**src/rtl/unidade_busca.sv**
```systemverilog
// Instruction fetch unit: 5-bit PC, IF/ID register, branch/jump redirect with a
// one-cycle flush bubble, and a counter of delivered instructions.
module unidade_busca #(
  parameter logic [4:0] RESET_PC = 5'h00
) (
  input  logic        clk,
  input  logic        reset,
  output logic [4:0]  mem_addr,
  input  logic [31:0] mem_instr,
  input  logic        stall,
  input  logic        branch_taken,
  input  logic [15:0] branch_offset,
  input  logic        jump,
  input  logic [25:0] jump_target,
  output logic [31:0] if_instr,
  output logic [4:0]  if_pc,
  output logic        if_valid,
  output logic [7:0]  fetch_count,
  output logic [1:0]  fsm_state
);

  localparam logic [1:0] BOOT  = 2'd0;
  localparam logic [1:0] RUN   = 2'd1;
  localparam logic [1:0] FLUSH = 2'd2;

  logic [4:0] pc;
  logic [1:0] state;
  logic       redirect;
  logic [4:0] target;
  logic       hold;
  logic       unused_bits;

  assign mem_addr  = pc;
  assign fsm_state = state;

  // Handshake: if_valid is the producer's valid, and stall is the inverse of
  // the decode stage's ready. While stalled in RUN the IF/ID register holds;
  // a redirect from the instruction in if_instr still wins over stall.
  assign redirect = (state == RUN) && if_valid && (jump || branch_taken);
  assign hold     = (state == RUN) && stall && !redirect;

  // Only the low 5 bits matter: the memory holds 32 words and wraps.
  assign target = jump ? jump_target[4:0]
                       : (if_pc + 5'd1 + branch_offset[4:0]);

  assign unused_bits = ^{branch_offset[15:5], jump_target[25:5]};

  always_ff @(posedge clk or posedge reset) begin
    if (reset) begin
      pc          <= RESET_PC;
      if_instr    <= 32'h0;
      if_pc       <= 5'h0;
      if_valid    <= 1'b0;
      fetch_count <= 8'h0;
      state       <= BOOT;
    end else if (redirect) begin
      pc       <= target;
      if_instr <= 32'h0;
      if_valid <= 1'b0;
      state    <= FLUSH;
    end else if (!hold) begin
      if_instr    <= mem_instr;
      if_pc       <= pc;
      if_valid    <= 1'b1;
      pc          <= pc + 5'd1;
      fetch_count <= fetch_count + 8'd1;
      state       <= RUN;
    end
  end

endmodule
```
**config.mk**
```make
export PLATFORM = sky130hd
export DESIGN_NAME = unidade_busca
export DESIGN_NICKNAME = d
export VERILOG_FILES = /design/src/rtl/unidade_busca.sv
export SDC_FILE = /design/constraint.sdc
export NUM_CORES = 1
export LEC_CHECK = 0
export CORE_MARGIN = 1
export CORE_UTILIZATION = 34
export DETAILED_ROUTE_END_ITERATION = 10
export MAX_ROUTING_LAYER = met4
export PLACE_DENSITY = 0.76
export SYNTH_ARGS = -nofsm -noshare
export SYNTH_HDL_FRONTEND = slang
export SYNTH_SLANG_ARGS = --single-unit
```
**constraint.sdc**
```tcl
create_clock -name clk -period 1.7 [get_ports clk]
set_input_delay 0.34 -clock clk [delete_from_list [all_inputs] [get_ports clk]]
set_output_delay 0.34 -clock clk [all_outputs]
set_load 0.01 [all_outputs]
```
---- After elaboration in Yosys (flattened, before gate mapping) ----
Cells that the tools add are included.
word-level totals
  flip-flop bits (word level) ............. 53
  output and inout bits ................... 53
  bits of input ports ..................... 79
  logic and storage cells ................. 30
cells by class
  muxes and demuxes ....................... 9
  add/subtract/negate cells ............... 4
  reductions and logical operators ........ 7
  bitwise logic cells ..................... 2
  equality and inequality tests ........... 2
operator list
  cell                   number
  $mux W32               2
  $mux W5                3
  $add A5 B1 Y5 const B  2
  $add A8 B1 Y8 const B  1
  $add A5 B5 Y5          1
  $logic_and A1 B1 Y1    4
  $mux W2                2
  $eq A2 B1 Y1 const B   1
  $mux W1                2
  $ne A2 B2 Y1 const B   1
  $not A1 Y1             2
  $reduce_and A2 Y1      1
  $logic_not A1 Y1       1
  $logic_or A1 B1 Y1     1

---- Depth between registers and ports, before layout ----
Gate-level depths: netlist (run 1).
  word-level depth ........................ 7
  mapped depth ............................ 7
  depth with buffers taken out ............ 7

---- Worst setup path after synthesis (run 1) ----
OpenSTA, ideal clock, no wires.
  path type ............................... reg-to-reg
  start ................................... register if_pc[0]
  end ..................................... register pc[4] (netlist: mem_addr[4])
  required time ........................... 1.568 ns
  setup time .............................. 0.132 ns
  path slack .............................. -0.155 ns
  stages on the path, launching flop included .. 8
  period minus slack after synthesis ...... 1.855 ns
  arrival ................................. 1.723 ns
  path buffers ............................ 0
  path through ............................ dfrtp_1 > inv_1 > ha_1 > fa_1 > nand2b_1 > a2111oi_0 > o21bai_1 > o211ai_2
on the way
  longest elaborated chain between the ends .. 4
RTL lines
  item                      RTL line  RTL
  start: declaration        16        output logic [4:0] if_pc,
  start signal: assignment  63        if_pc <= pc;
  $add A5 B1 Y5             44        : (if_pc + 5'd1 + branch_offset[4:0]);
  $add A5 B5 Y5             44
  $mux W5                   43        assign target = jump ? jump_target[4:0]
  $mux W5                   56        end else if (redirect) begin
  end signal: assignment    57        pc <= target;
  end signal: assignment    65        pc <= pc + 5'd1;
  end: declaration          26        logic [4:0] pc;
Every way passes these cells.
A chain may end at the register's enable or synchronous reset.

---- Worst setup path in the final report (run 1) ----
Ends and elaborated chain as after synthesis.

==> results of run 1 <==
power by group through the flow:
stage	clock (mW)	combinational [mW]	sequential (mW)
6_report	0.706	3.25	2.15
3_5_place_dp	0	3.11	2.15
4_1_cts	0.739	3.18	2.14
2_1_floorplan	0	1.20	2.34
3_3_place_gp	0	3.03	2.14
5_1_grt	0.781	3.50	2.23
logic make-up after synthesis:
kind of cell / count (synthesis)
AOI/OAI and AO/OA: 54
DFF: 52
and+or+nand+nor: 35
buffers and inverters: 20
xor gates and xnor gates: 10
adders and majority gates: 7
muxes: 4
worst paths after layout:
check | end | slack, ns | depth (start not counted)
worst max-delay path | mem_addr[4] | -0.12 | 7
worst min-delay path | if_instr[31] | 0.41 | 3
worst max register to register | mem_addr[4] | -0.12 | 7
worst min register to register | fetch_count[7] | 0.47 | 1
max in group asynchronous | fetch_count[4] | 1.01 | 3
min in group clk | fetch_count[7] | 0.47 | 1
sequential cells by signal, summed over array words and instances (netlist names):
signal and count:
fetch_count 8, if_instr 32, mem_addr 5, if_pc 5, fsm_state 2
stage by stage:
step / total power [mW] / TNS, ns / setup slack (ns)
CTS: 6.053 / -0.07226 / -0.07226
global route: 6.503 / -0.2434 / -0.1673
floorplan: 3.542 / -0.09150 / -0.09150
detailed placement: 5.258 / -6.609 / -0.5892
global placement: 5.172 / -5.614 / -0.5478
finish: 6.104 / -0.1512 / -0.1186
critical path: stages, from the launching register on:
cell and delay (ns):
sky130_fd_sc_hd__dfrtp_1 0.37, sky130_fd_sc_hd__inv_2 0.05, sky130_fd_sc_hd__ha_4 0.16, sky130_fd_sc_hd__fa_2 0.34
sky130_fd_sc_hd__nand2b_4 0.17, sky130_fd_sc_hd__a2111oi_4 0.35, sky130_fd_sc_hd__o21bai_4 0.18, sky130_fd_sc_hd__o211ai_2 0.08
timing repair:
item,4_1_cts,5_1_grt
buffers inserted,1,1
resized for setup,5,7
pin swaps,3,4
setup endpoints to repair,3,5
cloned,0,0
cell type report:
cell class	count	area share, %
multi-input cells	110	25.36
inverters	8	0.8147
well taps	77	2.614
clock inverters	2	0.4413
flip-flops and latches	52	35.37
repair buffers	128	33.44
clock buffers	6	1.969
layer usage:
| layer | global-route usage [%] | vias to the layer above | share of wire (%) |
|---|---|---|---|
| met3 | 3.280 | 8 | 3.9 |
| met1 | 21.73 | 958 | 42 |
| met5 | - | - | 0 |
| met2 | 29.88 | 59 | 53 |
| met4 | 4.702 | 0 | 1.4 |
| li1 | - | 902 | - |
cells in the final DEF (no fill, tap or decap), drive strengths merged, types with 3 or more instances in the layout:
master         netlist  final
clkbuf               1      6
nand2                9      9
and3                 3      3
a211oi               3      3
inv                  8      8
mux2                 4      4
o21ai                5      5
nand4                3      3
nor2                 7      7
ha                   6      6
a22o                32     32
buf                 11     30
clkdlybuf4s50        0     96
xnor2                8      8
a21oi                5      5
dfrtp               52     52
==> results.rst, run 1 <==
.. list-table::
   :header-rows: 1

   * - Metric
     - Value
   * - Number of max-slew violations in the final report
     - 0
   * - Count of nets after finishing
     - 391
   * - Non-Filler Instances
     - 383
   * - Number of global-route vias before repair
     - 1963
   * - Transition time at the pin with the least slew margin
     - 0.3547 ns
   * - H-tree level count
     - 2
   * - Setup repair after global routing missed its margin
     - yes
   * - Count of unresolved DRC violations after routing
     - 0
   * - Basic-gate share of the synthesized area counting and, or, nand and nor cells
     - between 8 and 9%
   * - P_int
     - 3.965 mW
   * - Number of cells after detailed placement
     - 373
   * - Total inserted antenna cells
     - 0
   * - Arrival time reported for the critical path endpoint
     - 2.00 ns
   * - Final setup violation count
     - 2
   * - Area share of the largest cell type after synthesis
     - 57.84%
   * - Buffer cell driving the clock tree root
     - sky130_fd_sc_hd__clkbuf_8
   * - Status
     - finished, violations left
   * - Fraction of registers with async set or reset after synthesis
     - 100.0%
   * - Top Ports
     - between 100 and 150
   * - Post-synthesis register bit count
     - 52
   * - Final WL
     - 5879 um
   * - Cts bufs inserted
     - 5
   * - Syn Inst Count
     - around 180
   * - Initial Util
     - 35.23%
   * - Multi-input combinational cell area
     - 934.6 sq um
   * - Storage element area
     - 0.001304 sq mm
   * - Die area
     - 0.006946 sq mm
   * - Total Routing Usage GR
     - 17.65%
   * - Largest fanout on the critical path
     - 2
   * - Setup crit start
     - if_pc[0]
   * - CTS tree
     - done
   * - Sequential fraction of design power
     - 35.2%
   * - Via density per instance
     - 5.031
   * - Combinational family with the most area after synthesis
     - compound AO/OA/AOI/OAI gates
   * - Clock insertion delay at the later pin of the skew report
     - 0.30 ns
   * - Violations in the final reports
     - negative setup slack
   * - Final instance area
     - 0.003686 sq mm
   * - Post-route worst setup slack
     - -0.1186 ns
   * - Arithmetic-cell share of the synthesized area counting full adders, half adders and majority gates
     - 4.227%
   * - HPWL reported at the end of detailed placement
     - 4330 um
   * - Worst R2R Start
     - if_pc[0]
   * - Max Freq
     - 549.9 MHz
   * - Max VDD drop
     - 0.0007854 V
   * - Total of hold buffers inserted after clock tree synthesis
     - 0
   * - Core box area
     - 0.006386 sq mm
   * - Sequential area share after synthesis
     - 57.84%
   * - Die Span X
     - 83.34 um
   * - Power density normalized to cell area
     - 1656 mW/mm^2
   * - DRT antenna net count
     - 0
   * - Xor and xnor area share after synthesis
     - 3.893%
   * - CP Data Required Time
     - roughly 1.9 ns
   * - Worst max-slew margin expressed relative to the limit
     - 76.18%
   * - Layout overhead on the synthesized area
     - 63.85%
   * - Port bufs
     - 99
   * - Most used DFF post-synth
     - sky130_fd_sc_hd__dfrtp_1
   * - Pleak
     - 1.657 nW
   * - Pre-Repair DR Iteration Count
     - 6
   * - Leading cell type by number of instances after synthesis
     - sky130_fd_sc_hd__dfrtp_1
   * - Mapped cell area
     - 0.002250 sq mm
   * - Total cell area at the placement stage
     - between 0.003 and 0.004 sq mm
   * - Final weighted congestion of routability-driven global placement
     - 0.8496
   * - Nature of the critical path startpoint
     - flop
   * - Number of endpoints with negative hold slack in the final report
     - 0
   * - Aggregate global routing overflow
     - 0
   * - Post-Synthesis Net Count
     - 268
   * - Filler cells
     - about 550
   * - Final Core Density
     - 57.72%
   * - Global-route wire length before repair
     - 9453 um
   * - Cell Rows
     - 29
   * - Max-cap violations
     - 0
   * - Logic pwr share
     - approximately 53%
   * - Final clock skew
     - 0.008914 ns
   * - Num Clock Sinks
     - 52
   * - Distinct cell type count of the synthesized netlist
     - 37
   * - Yosys synthesis warning count
     - 0
   * - Mux cell area share after synthesis
     - 2.002%
   * - Synth area leader
     - sky130_fd_sc_hd__dfrtp_1
   * - Final routed wire length divided by cell count
     - approximately 15 um
   * - Post-CTS clock slew at the launch and capture registers of the worst setup and hold paths
     - around 0.1 ns
   * - Clk buf depth
     - 2
   * - Setup crit end kind
     - flop
   * - Clock power frac
     - 11.6%
   * - Pin count of the biggest net entering global routing
     - 28
   * - Sw frac
     - roughly a third
   * - Share of the cycle needed by the critical path after routing
     - 107.0%
   * - First DRT Iteration DRCs
     - 83
   * - Clock period minus worst slack
     - 1.819 ns
   * - Layout cell share with drive strength beyond 1
     - 18.63%
   * - Vias post-DR
     - 1927
   * - Biggest area contributors in the synthesized netlist
     - sky130_fd_sc_hd__dfrtp_1, sky130_fd_sc_hd__a22o_1, sky130_fd_sc_hd__ha_1
   * - Net switching component of the power
     - 2.138 mW
   * - Share of the synthesized area in compound gates (AO/OA/AOI/OAI)
     - a little under a fifth
   * - Critical setup path kind
     - flop to flop
   * - EDFF count, synth
     - 0
   * - Die Y-Extent
     - 83.34 um
   * - Path type of the worst min-delay path
     - input port to asynchronous set/reset pin
   * - Worst hold slack
     - around 0.41 ns
   * - Antenna violations before repair
     - 0
   * - Post-synthesis area per instance
     - roughly 12 sq um
   * - Top cells by count, synth
     - sky130_fd_sc_hd__dfrtp_1, sky130_fd_sc_hd__a22o_1, sky130_fd_sc_hd__nand2_1
No activity file was read; power rests on OpenSTA's default activity.
==> run 2: changes to the inputs <==
Settings changed: HOLD_SLACK_MARGIN from default to 0.08.
==> results of run 2 <==
Same layout as run 1: the final DEF is identical, and so are final timing and power.
